===== src/rtl/serial_subtractor_pkg.sv =====
// Shared types and helpers for the multi-cycle serial subtractor.
package serial_subtractor_pkg;

  typedef enum logic [0:0] {
    IDLE = 1'b0,
    RUN  = 1'b1
  } state_e;

  // Step counter width; a single-step configuration still needs one bit.
  function automatic int unsigned cnt_w(input int unsigned steps);
    return (steps <= 1) ? 1 : $clog2(steps);
  endfunction

endpackage


===== src/rtl/serial_subtractor_if.sv =====
// Start/busy/done handshake and operand/result bus of the serial subtractor.
interface serial_subtractor_if #(
  parameter int unsigned WIDTH = 8
);
  logic             start;
  logic [WIDTH-1:0] a;
  logic [WIDTH-1:0] b;
  logic             bor_in;
  logic             busy;
  logic             done;
  logic [WIDTH-1:0] diff;
  logic             bor_out;
  logic             ovf;

  modport master (
    output start, a, b, bor_in,
    input  busy, done, diff, bor_out, ovf
  );

  modport slave (
    input  start, a, b, bor_in,
    output busy, done, diff, bor_out, ovf
  );
endinterface


===== src/rtl/serial_subtractor_fs_slice.sv =====
// Combinational BPC-bit ripple-borrow subtractor slice built from full-subtractor cells.
module fs_slice #(
  parameter int unsigned BPC = 1
) (
  input  logic [BPC-1:0] i_a,
  input  logic [BPC-1:0] i_b,
  input  logic           i_bin,
  output logic [BPC-1:0] o_d,
  output logic           o_bout,
  output logic           o_bmsb
);

  logic [BPC:0] w_c;

  assign w_c[0] = i_bin;

  for (genvar k = 0; k < BPC; k++) begin : g_bit
    assign o_d[k]   = i_a[k] ^ i_b[k] ^ w_c[k];
    assign w_c[k+1] = (~i_a[k] & i_b[k]) | (~(i_a[k] ^ i_b[k]) & w_c[k]);
  end

  assign o_bout = w_c[BPC];
  // Borrow entering the top bit; on the last step this is the borrow into the word MSB.
  assign o_bmsb = w_c[BPC-1];

endmodule


===== src/rtl/serial_subtractor.sv =====
// Multi-cycle a - b - bor_in, BPC bits per clock, LSB slice first, with signed-overflow flag.
module serial_subtractor
  import serial_subtractor_pkg::*;
#(
  parameter int unsigned WIDTH = 8,
  parameter int unsigned BPC   = 1
) (
  input  logic              clk,
  input  logic              rst_n,
  serial_subtractor_if.slave bus
);

  localparam int unsigned STEPS = WIDTH / BPC;
  localparam int unsigned CW    = cnt_w(STEPS);

  if (WIDTH < 2 || (WIDTH % BPC) != 0) begin : g_param_check
    $error("serial_subtractor: BPC must divide WIDTH and WIDTH must be >= 2");
  end

  state_e           r_state;
  logic [CW-1:0]    r_cnt;
  logic [WIDTH-1:0] r_a;
  logic [WIDTH-1:0] r_b;
  logic             r_bor;
  logic [WIDTH-1:0] r_res;
  logic [WIDTH-1:0] r_diff;
  logic             r_bor_out;
  logic             r_ovf;
  logic             r_done;

  logic [BPC-1:0]   w_d;
  logic             w_bout;
  logic             w_bmsb;
  logic [WIDTH-1:0] w_res_next;
  logic             w_last;

  fs_slice #(.BPC(BPC)) u_slice (
    .i_a    (r_a[BPC-1:0]),
    .i_b    (r_b[BPC-1:0]),
    .i_bin  (r_bor),
    .o_d    (w_d),
    .o_bout (w_bout),
    .o_bmsb (w_bmsb)
  );

  // New difference bits enter at the MSB end so the word is aligned after STEPS shifts.
  assign w_res_next = (r_res >> BPC) | (WIDTH'(w_d) << (WIDTH - BPC));
  assign w_last     = (r_cnt == CW'(STEPS - 1));

  always_ff @(posedge clk) begin
    if (!rst_n) begin
      r_state   <= IDLE;
      r_cnt     <= '0;
      r_a       <= '0;
      r_b       <= '0;
      r_bor     <= 1'b0;
      r_res     <= '0;
      r_diff    <= '0;
      r_bor_out <= 1'b0;
      r_ovf     <= 1'b0;
      r_done    <= 1'b0;
    end else begin
      r_done <= 1'b0;
      case (r_state)
        IDLE: begin
          if (bus.start) begin
            r_a     <= bus.a;
            r_b     <= bus.b;
            r_bor   <= bus.bor_in;
            r_cnt   <= '0;
            r_state <= RUN;
          end
        end
        RUN: begin
          r_a   <= r_a >> BPC;
          r_b   <= r_b >> BPC;
          r_bor <= w_bout;
          r_res <= w_res_next;
          r_cnt <= r_cnt + CW'(1);
          // Outputs are only published once the whole word is assembled.
          if (w_last) begin
            r_diff    <= w_res_next;
            r_bor_out <= w_bout;
            r_ovf     <= w_bmsb ^ w_bout;
            r_done    <= 1'b1;
            r_state   <= IDLE;
          end
        end
        default: r_state <= IDLE;
      endcase
    end
  end

  assign bus.busy    = (r_state == RUN);
  assign bus.done    = r_done;
  assign bus.diff    = r_diff;
  assign bus.bor_out = r_bor_out;
  assign bus.ovf     = r_ovf;

endmodule


===== src/flat_wrapper.sv =====
// flat-port wrapper written by rule: the top's interface ports become plain ports
module serial_subtractor_flat import serial_subtractor_pkg::*;
#(
  parameter int unsigned WIDTH = 8,
  parameter int unsigned BPC   = 1
)
  (clk, rst_n, bus_start, bus_a, bus_b, bus_bor_in, bus_busy, bus_done, bus_diff, bus_bor_out, bus_ovf);
  serial_subtractor_if #(.WIDTH(WIDTH)) bus_i ();
  input  logic clk;
  input  logic rst_n;
  input wire logic [$bits(bus_i.start)-1:0] bus_start;
  input wire logic [$bits(bus_i.a)-1:0] bus_a;
  input wire logic [$bits(bus_i.b)-1:0] bus_b;
  input wire logic [$bits(bus_i.bor_in)-1:0] bus_bor_in;
  output wire logic [$bits(bus_i.busy)-1:0] bus_busy;
  output wire logic [$bits(bus_i.done)-1:0] bus_done;
  output wire logic [$bits(bus_i.diff)-1:0] bus_diff;
  output wire logic [$bits(bus_i.bor_out)-1:0] bus_bor_out;
  output wire logic [$bits(bus_i.ovf)-1:0] bus_ovf;
  assign bus_i.start = bus_start;
  assign bus_i.a = bus_a;
  assign bus_i.b = bus_b;
  assign bus_i.bor_in = bus_bor_in;
  assign bus_busy = bus_i.busy;
  assign bus_done = bus_i.done;
  assign bus_diff = bus_i.diff;
  assign bus_bor_out = bus_i.bor_out;
  assign bus_ovf = bus_i.ovf;
  serial_subtractor #(.WIDTH(WIDTH), .BPC(BPC)) u_core (.clk(clk), .rst_n(rst_n), .bus(bus_i));
endmodule

===== config.mk =====
export PLATFORM = sky130hd
export DESIGN_NAME = serial_subtractor_flat
export DESIGN_NICKNAME = d
export VERILOG_FILES = /design/src/rtl/serial_subtractor_pkg.sv /design/src/rtl/serial_subtractor_if.sv /design/src/rtl/serial_subtractor_fs_slice.sv /design/src/rtl/serial_subtractor.sv /design/src/flat_wrapper.sv
export SDC_FILE = /design/constraint.sdc
export NUM_CORES = 1
export LEC_CHECK = 0
export BUFFER_PORTS_ARGS = -buffer_cell sky130_fd_sc_hd__buf_2
export CAP_MARGIN = 15
export CORE_ASPECT_RATIO = 1.4
export CORE_MARGIN = 2
export CORE_UTILIZATION = 41
export DETAILED_ROUTE_END_ITERATION = 8
export SLEW_MARGIN = 20
export SYNTH_ARGS = -nofsm -noshare
export SYNTH_HDL_FRONTEND = slang
export SYNTH_SLANG_ARGS = --single-unit

===== constraint.sdc =====
create_clock -name clk -period 1.8 [get_ports clk]
set_input_delay 0.45 -clock clk [delete_from_list [all_inputs] [get_ports clk]]
set_output_delay 0.45 -clock clk [all_outputs]
set_load 0.03 [all_outputs]

* Yosys cells after proc, flatten, opt, wreduce, memory -nomap -nowiden
Index checks and enable logic that the tools add are counted.
** Cells by class
- Add/subtract/negate cells :: 1
- Equal/unequal tests :: 2
- Multiplexer cells :: 12
- Bitwise logic cells :: 10
- Reductions and logical operators :: 2
** Operators by type and width (number)
- $pmux W8 S2 :: 2
- $mux W8 :: 2
- $or A7 B8 Y8 :: 1
- $pmux W3 S2 :: 1
- $mux W1 :: 4
- $pmux W1 S2 :: 2
- $reduce_and A2 Y1 :: 2
- $add A3 B1 Y3 const B :: 1
- $eq A3 B3 Y1 const B :: 1
- $mux W3 :: 1
- $not A1 Y1 :: 3
- $xor A1 B1 Y1 :: 3
- $and A1 B1 Y1 :: 2
- $ne A2 B2 Y1 const B :: 1
- $or A1 B1 Y1 :: 1
** Storage, ports and cells
- Register bits :: 40
- Logic and storage cells :: 37

* Depth between registers and ports, before layout
Gate-level depths: netlist of the first run.
- Depth after elaboration :: 5
- Mapped depth :: 6

* Cells and area by module
A second synthesis of the first run with hierarchy kept.
** Second synthesis, totals
- Cells, all modules :: 169
- Area, all modules :: 1746.7 µm²
** Modules (own cells, without submodules)
- serial_subtractor :: times used 1, cells each 164, area an instance 1707.9 µm², seq. area each 780.7 µm²
- fs_slice :: times used 1, cells each 5, area an instance 38.8 µm², seq. area each 0.0 µm²

* Worst setup path after synthesis of the first run
No wires, ideal clock.
- Path type :: flip-flop to flip-flop
- From :: register u_core.r_cnt[0]
- To :: register u_core.r_diff[7], in the netlist u_core.bus.diff[7]
- Arrival time :: 1.277 ns
- Required time :: 1.729 ns
- Slack :: 0.453 ns
- Cell stages (with the launch flop) :: 7
- Path buffers :: 2
- Clock period less this slack :: 1.347 ns
- Path through :: dfxtp_1 ha_1 ha_1 buf_2 buf_2 a21bo_2 a21oi_1
** Between the ends
- Longest elaborated chain between the ends :: 2
** RTL lines
- from (decl) :: line serial_subtractor.sv:21 : logic [CW-1:0] r_cnt;
- from (signal assigned) :: line serial_subtractor.sv:79 : r_cnt <= r_cnt + CW'(1);
- $eq A3 B3 Y1 :: line serial_subtractor.sv:48 : assign w_last = (r_cnt == CW'(STEPS - 1));
- via u_core.w_last :: line serial_subtractor.sv:35 : logic w_last;
- $reduce_and A2 Y1 (no line)
- to (signal assigned) :: line serial_subtractor.sv:82 : r_diff <= w_res_next;
- to (decl) :: line serial_subtractor.sv:26 : logic [WIDTH-1:0] r_diff;
The timed path passes the listed nets, and every way through them passes these cells.
A chain may end at the register's enable or synchronous reset.

* Final worst setup path of the first run
- From :: register u_core.r_state, in the netlist u_core.bus.busy
- To :: output port bus_busy
** RTL lines
- from (decl) :: line serial_subtractor.sv:20 : state_e r_state;
- from (signal assigned) :: line serial_subtractor.sv:52 : r_state <= IDLE;
- from (signal assigned) :: line serial_subtractor.sv:71 : r_state <= RUN;
- from (signal assigned) :: line serial_subtractor.sv:86 : r_state <= IDLE;
- to (decl) :: line flat_wrapper.sv:15 : output wire logic [$bits(bus_i.busy)-1:0] bus_busy;
No word-level cell between the ends.

==> results of run 1 <==
state kept, by name, summed over array words and instances (netlist names):
register and count:
u_core.bus.bor_out 1, u_core.bus.busy 1, u_core.bus.diff 8, u_core.bus.done 1, u_core.bus.ovf 1, u_core.r_a 8, u_core.r_b 8, u_core.r_bor 1
u_core.r_cnt 3, u_core.r_res 7
layer usage:
metal,vias up,GRT usage,share of wire
met5,-,0,0
met4,0,0.04884,0.014
met3,5,0.05024,0.060
li1,635,-,-
met1,567,0.1582,0.41
met2,29,0.2591,0.51
cell type report:
class | instances | share of cell area
tap | 43 | 0.02816
multi-input combinational | 109 | 0.4198
timing repair buffer | 34 | 0.09299
clock buffer | 7 | 0.03995
inverter | 4 | 0.007859
clock inverter | 1 | 0.002620
sequential | 39 | 0.4086
power groups by stage:
stage	Sequential, mW	Clock (mW)	Combinational (mW)
3_5_place_dp	0.950	0	0.179
5_1_grt	0.935	0.603	0.200
6_report	0.929	0.548	0.177
3_3_place_gp	0.948	0	0.176
4_1_cts	0.930	0.572	0.181
2_1_floorplan	0.942	0	0.137
through the flow:
stage | util | total power, mW | instances | worst slack, ps
floorplan | - | 1.080 | 165 | 452.9
global placement | 0.4668 | 1.124 | 229 | 351.3
detailed placement | 0.4668 | 1.129 | 229 | 266.7
CTS | 0.4875 | 1.683 | 237 | 195.9
global route | 0.4875 | 1.738 | 237 | 129.3
finish | 0.4875 | 1.655 | 237 | 217.3
kinds of logic (layout without fill, tap and decap cells):
kind of cell    count (synthesis)  in the layout  share of synthesized area
simple gates                   43             43                     0.1406
compound gates                 38             38                     0.1647
flops                          39             39                     0.4692
xor+xnor                        1              1                   0.005264
fa+ha+maj                       3              3                    0.02707
buf+inv                        17             46                    0.04887
mux                            24             24                     0.1444
worst max path at each step:
stage / to / slack, ps / cells past startpoint / startpoint
CTS: bus_busy / 200 / 1 / u_core.bus.busy$_SDFF_PN0_
detailed placement: u_core.bus.bor_out$_SDFFE_PN0P_ / 270 / 4 / u_core.r_cnt[0]$_SDFFE_PN0P_
finish: bus_busy / 220 / 1 / u_core.bus.busy$_SDFF_PN0_
floorplan: u_core.bus.diff[7]$_SDFFE_PN0P_ / 450 / 6 / u_core.r_cnt[0]$_SDFFE_PN0P_
global route: bus_busy / 130 / 1 / u_core.bus.busy$_SDFF_PN0_
global placement: u_core.bus.bor_out$_SDFFE_PN0P_ / 350 / 4 / u_core.r_cnt[0]$_SDFFE_PN0P_
placed cells by master (no fill, tap or decap), drive strengths merged:
cell,instances
nand2,3
clkbuf,7
and2,2
inv,3
buf,34
xnor2,1
a21bo,8
or3b,3
and3,1
nor2b,14
o21ai,1
nor2,10
o2bb2ai,1
mux2i,24
a21oi,12
a211oi,16
nand3,8
ha,2
nand2b,2
clkinv,2
fa,1
dfxtp,39
==> flow_summary_export.csv, run 1 <==
group,metric,value,unit
synth,yosysWarnings,0,
floorplanning,dieArea,4592,um^2
cells_and_area,multi_input_area,802.0,um^2
setup_path,r2r_cells,4,
setup_path,startpoint_type,"flop",
synth,synth.most_common_cell,"dfxtp_1",
placement,globalplace.congestion,0.7212,
floorplanning,pin_count,32,
clock_tree,cts_root_buf,"clkbuf_8",
floorplanning,die_w,57.85,um
global_route,grt_pass1_wl,5.244,mm
detailed_routing,totalWireLength,2.955,mm
detailed_routing,routedWlPerCell,12.47,um
floorplanning,initial_core_util,0.4246,
timing,fin_tns_setup,0,ps
clock_tree,ctsLongestPathBuffers,2,
detailed_routing,route.detailed.drc,0,
synth,synth_area,1664,um^2
detailed_routing,vias,1236,
clock_tree,cts.reportedPaths.clkPinSlew,70,ps
power_and_ir_drop,powerDensity,866.1,nW/um^2
setup_path,worst_setup_path_end_kind,"primary output",
floorplanning,core_area,3919,um^2
floorplanning,fp.dieH,79.38,um
setup_path,cp_top_family,"flip-flops",
timing,slew_headroom,0.5662,
setup_path,timing.rr.end,"u_core.bus.bor_out$_SDFFE_PN0P_",
timing,post-route-period-util,0.8793,
synth,synthTopCellsByCount,"39 x dfxtp_1, 24 x mux2i_1, 16 x a211oi_1, 14 x nor2b_1, 12 x a21oi_1",
min_path,hp-start,"bus_a[7]",
setup_path,crit_buf_inv,1,
setup_path,path_class,"reg2out",
clock_tree,insertion_delay,280,ps
min_path,hold_path_end,"u_core.r_a[7]$_SDFFE_PN0P_",
cells_and_area,syn_to_final_growth,14.81,%
setup_path,cp.arrival,1130,ps
setup_path,cp.required,1350,ps
synth,ys_types,23,
placement,hpwl,2.110,mm
setup_path,rrSetupSlack,270,ps
timing,holdWs,401.4,ps
timing,worstMarginPinSlew,650.6,ps
synth,synth_seq_area_share,0.4692,
power_and_ir_drop,p_seq_frac,0.562,
cells_and_area,fillers,371,
timing,finalCriticalPeriod,1583,ps
global_route,antenna_found_initial,0,
power_and_ir_drop,p_clk_frac,0.331,
timing,hold_violations,0,
timing,rsz0062_at_grt,"no",
synth,synthArstFlopShare,0,
synth,ys.flop_type,"dfxtp_1",
min_path,worst_hold_path.num_cells,3,
cells_and_area,final_net_count,216,
power_and_ir_drop,switching_share,0.2389,
timing,clock_skew,3.961,ps
global_route,grt-ovfl-total,0,
power_and_ir_drop,ir_worst_vdd,613.7,uV
clock_tree,post_cts_buffers,0,
timing,clock.fmax,631.8,MHz
min_path,min_path_type,"in2reg",
floorplanning,rows,27,
global_route,grt_max_degree,28,
synth,yosysTopAreaCell,"dfxtp_1",
synth,syn_area_per_cell,10.09,um^2
clock_tree,cts-buffers-inserted,5,
detailed_routing,ant_nets,0,
synth,synth.top_cell.area_share,0.4692,
clock_tree,postCtsHoldBufs,0,
cells_and_area,fin_area,1911,um^2
global_route,gr-usage-all-layers,0.1458,
setup_path,path_max_fanout,15,
clock_tree,cts_resized,0,
setup_path,cpPeakStageDelay,570,ps
placement,placed_area,1829,um^2
synth,synthTopCellsByArea,"dfxtp_1 47%, mux2i_1 14%, a211oi_1 7.2%",
timing,setup_viol,0,
clock_tree,htreeDepth,2,
clock_tree,clock-sinks,39,
synth,synth-edff-count,0,
setup_path,slowest_stage,"dfxtp_1",
power_and_ir_drop,p_leak,0.8314,nW
synth,synth-seq-cells,39,
cells_and_area,antenna_cells,0,
detailed_routing,drt_pass1_iterations,4,
synth,syn_nets,188,
power_and_ir_drop,combPwrFrac,0.107,
global_route,grt_pass1_vias,1233,
cells_and_area,regArea,780.7,um^2
placement,port_buffers,31,
power_and_ir_drop,p_sw,395.3,uW
setup_path,r2r_start,"u_core.r_cnt[0]$_SDFFE_PN0P_",
power_and_ir_drop,intPower,1.259,mW
run_status,status,"finished clean",
setup_path,cp_cell_sequence,"buf_2",
detailed_routing,drt_iter0_drc,51,
timing,drv_slew,0,
synth,synthCells,165,
clock_tree,tritoncts,"built",
detailed_routing,viasPerCell,5.215,
cells_and_area,drive_gt1_frac,0.2474,
job,max_cap_viol_count,0,
(Power assumes the default switching activity.)
==> run 2: changes to the inputs <==
- PLACE_DENSITY: default -> 0.61
==> flow_summary_export.csv, run 2 (synthesis gave the netlist of run 1 again) <==
group,metric,value,unit
setup_path,cp.arrival,1150,ps
power_and_ir_drop,p_sw,403.1,uW
cells_and_area,mostFrequentLayoutCell,"dfxtp_1",
cells_and_area,fin_cells,237,
setup_path,worst_setup_path_end_kind,"primary output",
global_route,grt_pass1_wl,5.430,mm
clock_tree,postCtsHoldBufs,0,
setup_path,startpoint_type,"flop",
global_route,grt_pass1_vias,1229,
clock_tree,clock-sinks,39,
clock_tree,ctsLongestPathBuffers,2,
job,max_cap_viol_count,0,
timing,drv_slew,0,
detailed_routing,drt_pass1_iterations,3,
placement,port_buffers,31,
power_and_ir_drop,intPower,1.337,mW
min_path,min_path_type,"in2reg",
detailed_routing,vias,1242,
clock_tree,cts-buffers-inserted,5,
cells_and_area,syn_to_final_growth,15.94,%
power_and_ir_drop,p_clk_frac,0.362,
timing,rsz0062_at_grt,"no",
floorplanning,rows,27,
power_and_ir_drop,switching_share,0.2316,
clock_tree,cts.reportedPaths.clkPinSlew,70,ps
floorplanning,pin_count,32,
timing,clock_skew,6.978,ps
global_route,gr-usage-all-layers,0.1527,
timing,slew_headroom,0.5817,
power_and_ir_drop,powerDensity,902.0,nW/um^2
floorplanning,fp.dieH,79.38,um
timing,fin_tns_setup,0,ps
global_route,grt-ovfl-total,0,
cells_and_area,fin_area,1929,um^2
timing,worstMarginPinSlew,627.5,ps
clock_tree,cts_resized,0,
timing,hold_violations,0,
setup_path,slowest_stage,"dfxtp_1",
floorplanning,initial_core_util,0.4246,
floorplanning,dieArea,4592,um^2
detailed_routing,route.detailed.drc,0,
setup_path,cp_top_family,"flip-flops",
timing,setup_viol,0,
detailed_routing,viasPerCell,5.241,
power_and_ir_drop,ir_worst_vdd,607.5,uV
detailed_routing,routedWlPerCell,13.18,um
power_and_ir_drop,p_seq_frac,0.534,
detailed_routing,totalWireLength,3.124,mm
clock_tree,post_cts_buffers,0,
placement,dp.cells,229,
clock_tree,cts_root_buf,"clkbuf_8",
timing,clock.fmax,625.0,MHz
clock_tree,htreeDepth,2,
placement,globalplace.congestion,0.7019,
setup_path,path_class,"reg2out",
setup_path,cp.required,1350,ps
cells_and_area,antenna_cells,0,
clock_tree,tritoncts,"built",
detailed_routing,ant_nets,0,
setup_path,path_max_fanout,16,
setup_path,crit_buf_inv,1,
cells_and_area,drive_gt1_frac,0.2526,
run_status,status,"finished clean",
setup_path,cp_cell_sequence,"buf_2",
power_and_ir_drop,p_leak,0.8405,nW
floorplanning,die_w,57.85,um
setup_path,cpPeakStageDelay,590,ps
cells_and_area,final_net_count,216,
timing,post-route-period-util,0.8888,
placement,hpwl,2.152,mm
timing,holdWs,399.4,ps
cells_and_area,layout_common_cells,"39 x dfxtp_1, 31 x buf_2, 24 x mux2i_1",
placement,placed_area,1829,um^2
floorplanning,core_area,3919,um^2
detailed_routing,drt_iter0_drc,43,
clock_tree,insertion_delay,290,ps
power_and_ir_drop,combPwrFrac,0.104,
power_and_ir_drop,p_total,1.740,mW
global_route,grt_max_degree,37,
global_route,antenna_found_initial,0,
timing,finalCriticalPeriod,1600,ps
==> run 2: final timing paths <==
check	start	to	slack [ps]	cells past startpoint
setup reg to reg	u_core.r_cnt[0]$_SDFFE_PN0P_	u_core.bus.ovf$_SDFFE_PN0P_	280	4
hold reg to reg	u_core.r_res[3]$_SDFFE_PN0P_	u_core.bus.diff[2]$_SDFFE_PN0P_	480	2
setup / recovery	u_core.bus.busy$_SDFF_PN0_	bus_busy	200	1
hold / removal	bus_b[7]	u_core.r_b[7]$_SDFFE_PN0P_	400	3
==> run 2: metal layers <==
metal	GRT usage	routed length [um]	vias to the layer above
met5	0	0	-
li1	-	-	633
met4	0.06512	54	0
met2	0.2455	1555	22
met3	0.04376	98	5
met1	0.1882	1415	582
==> run 2: per-stage QoR <==
stage / setup WS (ps) / util
after CTS: 174.9 / 0.4923
after floorplan: 452.9 / -
final: 200.1 / 0.4923
after global routing: 86.26 / 0.4923
after detailed placement: 282.5 / 0.4668
after global placement: 343.6 / 0.4668
==> run 2: area by class of cell <==
cell class	count	area [um^2]
multi-input cells	109	802.0
repair buffers	34	177.7
inverters	4	15.01
well taps	43	53.80
flip-flops and latches	39	780.7
clock buffers	8	100.1
fillers	399	1989
==> run 2: power groups by stage <==
| stage | clock (mW) | combinational [mW] | sequential [mW] |
|---|---|---|---|
| floorplan | 0 | 0.137 | 0.942 |
| global placement | 0 | 0.176 | 0.948 |
| detailed placement | 0 | 0.181 | 0.950 |
| CTS | 0.654 | 0.183 | 0.930 |
| global route | 0.704 | 0.202 | 0.935 |
| finish | 0.631 | 0.180 | 0.929 |
==> run 2: tightest hold or removal path, cell delays in order <==
cell and delay (ps):
buf_2 70, mux2i_1 50, nor2_1 70
==> run 3: changes to the inputs <==
- CORE_ASPECT_RATIO: 1.4 -> default
==> flow_summary_export.csv, run 3 (synthesis gave the netlist of run 1 again) <==
group,metric,value,unit
min_path,hp-start,"bus_a[7]",
setup_path,cp.required,2000,ps
placement,port_buffers,31,
placement,globalplace.congestion,0.6963,
floorplanning,initial_core_util,0.4221,
timing,hold_violations,0,
setup_path,cp_cell_sequence,"ha_1 -> ha_1 -> and2_1 -> a211oi_1",
clock_tree,insertion_delay,290,ps
setup_path,worst_setup_path_end_kind,"flop",
setup_path,startpoint_type,"flop",
setup_path,r2r_cells,4,
timing,setup_viol,0,
floorplanning,die_w,67.71,um
setup_path,crit_cells,4,
min_path,min_path_type,"in2reg",
setup_path,rrSetupSlack,270,ps
setup_path,path_class,"reg2reg",
clock_tree,cts_resized,0,
clock_tree,postCtsHoldBufs,0,
clock_tree,cts_root_buf,"clkbuf_8",
placement,placed_area,1851,um^2
floorplanning,pin_count,32,
detailed_routing,routedWlPerCell,12.88,um
timing,drv_slew,0,
min_path,worst_hold_path.num_cells,3,
cells_and_area,antenna_cells,0,
detailed_routing,totalWireLength,3.142,mm
placement,hpwl,2.143,mm
cells_and_area,syn_to_final_growth,16.32,%
timing,clock.fmax,652.6,MHz
job,max_cap_viol_count,0,
timing,finalCriticalPeriod,1532,ps
detailed_routing,drt_iter0_drc,55,
cells_and_area,final_core_util,0.4910,
timing,rsz0062_at_grt,"no",
global_route,grt_pass1_wl,5.423,mm
cells_and_area,layout_common_cells,"39 x dfxtp_1, 31 x buf_2, 24 x mux2i_1",
detailed_routing,vias,1220,
global_route,grt_pass1_vias,1211,
floorplanning,rows,23,
timing,clock_skew,4.347,ps
cells_and_area,drive_gt1_frac,0.2526,
min_path,hold_path_end,"u_core.r_a[7]$_SDFFE_PN0P_",
setup_path,path_max_fanout,19,
setup_path,cp_top_family,"adder cells",
floorplanning,dieArea,4585,um^2
clock_tree,htreeDepth,2,
setup_path,r2r_start,"u_core.r_cnt[0]$_SDFFE_PN0P_",
detailed_routing,route.detailed.drc,0,
clock_tree,tritoncts,"built",
setup_path,cp.arrival,1740,ps
setup_path,crit_top_cell,"ha_1",
timing,fin_tns_setup,0,ps
power_and_ir_drop,p_leak,0.8350,nW
timing,holdWs,404.0,ps
power_and_ir_drop,ir_worst_vdd,562.7,uV
setup_path,crit_buf_inv,0,
run_status,status,"finished clean",
cells_and_area,fin_area,1936,um^2
cells_and_area,final_net_count,216,
global_route,gr-usage-all-layers,0.1605,
detailed_routing,drt_pass1_iterations,4,
timing,setup_slack,267.7,ps
clock_tree,post_cts_buffers,0,
global_route,grt_max_degree,31,
clock_tree,cts-buffers-inserted,5,
clock_tree,ctsLongestPathBuffers,2,
setup_path,cpPeakStageDelay,400,ps
clock_tree,cts.reportedPaths.clkPinSlew,70,ps
detailed_routing,viasPerCell,5.000,
timing,worstMarginPinSlew,629.2,ps
timing,slew_headroom,0.5805,
floorplanning,core_area,3943,um^2
placement,pre_cts_slack,284.1,ps
global_route,antenna_found_initial,0,
power_and_ir_drop,powerDensity,867.1,nW/um^2
setup_path,timing.rr.end,"u_core.bus.bor_out$_SDFFE_PN0P_",
clock_tree,clock-sinks,39,
setup_path,cp-startpoint,"u_core.r_cnt[0]$_SDFFE_PN0P_",
detailed_routing,ant_nets,0,
cells_and_area,mostFrequentLayoutCell,"dfxtp_1",
setup_path,slowest_stage,"ha_1",
timing,post-route-period-util,0.8513,
global_route,grt-ovfl-total,0,
floorplanning,fp.dieH,67.71,um
-- run 3: changes by cell type in the layout (fill, tap and decap cells not counted), sizes merged --
cell      previous run  this run
clkbuf               8         6
clkinv               1         2
clkinvlp             0         1
-- run 3: layout make-up --
class	count	area (um^2)
Timing Repair Buffer	34	190.2
Tap cell	50	62.56
Fill cell	366	2007
Sequential cell	39	780.7
Clock inverter	2	12.51
Inverter	4	15.01
Multi-Input combinational cell	109	802.0
Clock buffer	6	72.57
-- run 3: worst max-delay path by stage --
stage / end / slack [ps]
4_1_cts: u_core.bus.bor_out$_SDFFE_PN0P_ / 250
5_1_grt: u_core.bus.bor_out$_SDFFE_PN0P_ / 60
2_1_floorplan: u_core.bus.diff[7]$_SDFFE_PN0P_ / 450
3_3_place_gp: u_core.bus.bor_out$_SDFFE_PN0P_ / 370
6_report: u_core.bus.bor_out$_SDFFE_PN0P_ / 270
3_5_place_dp: u_core.bus.bor_out$_SDFFE_PN0P_ / 280
-- run 3: metrics by stage --
step | power, mW | instances
5_1_grt | 1.767 | 244
4_1_cts | 1.701 | 244
6_report | 1.678 | 244
2_1_floorplan | 1.080 | 165
3_5_place_dp | 1.135 | 236
3_3_place_gp | 1.130 | 236
-- run 3: worst reg2reg max path, cell delays in order, from the launching register on --
cell      delay (ps)
dfxtp_1          320
ha_1             200
ha_1             400
and2_1           300
a211oi_1         230
-- run 3: power by group --
group	internal (mW)	switching (mW)	total, mW
Combinational	0.0895	0.0997	0.189
Sequential	0.902	0.0234	0.925
Clock	0.271	0.293	0.564
Total	1.26	0.416	1.68
-- run 3: layer usage --
metal,vias to the layer above,track usage,share of wire,wire (um)
met5,-,0,0,0
met4,0,0.06888,0.017,52
met3,5,0.05333,0.056,176
met2,22,0.2512,0.45,1420
met1,557,0.2008,0.48,1493
li1,636,-,-,-
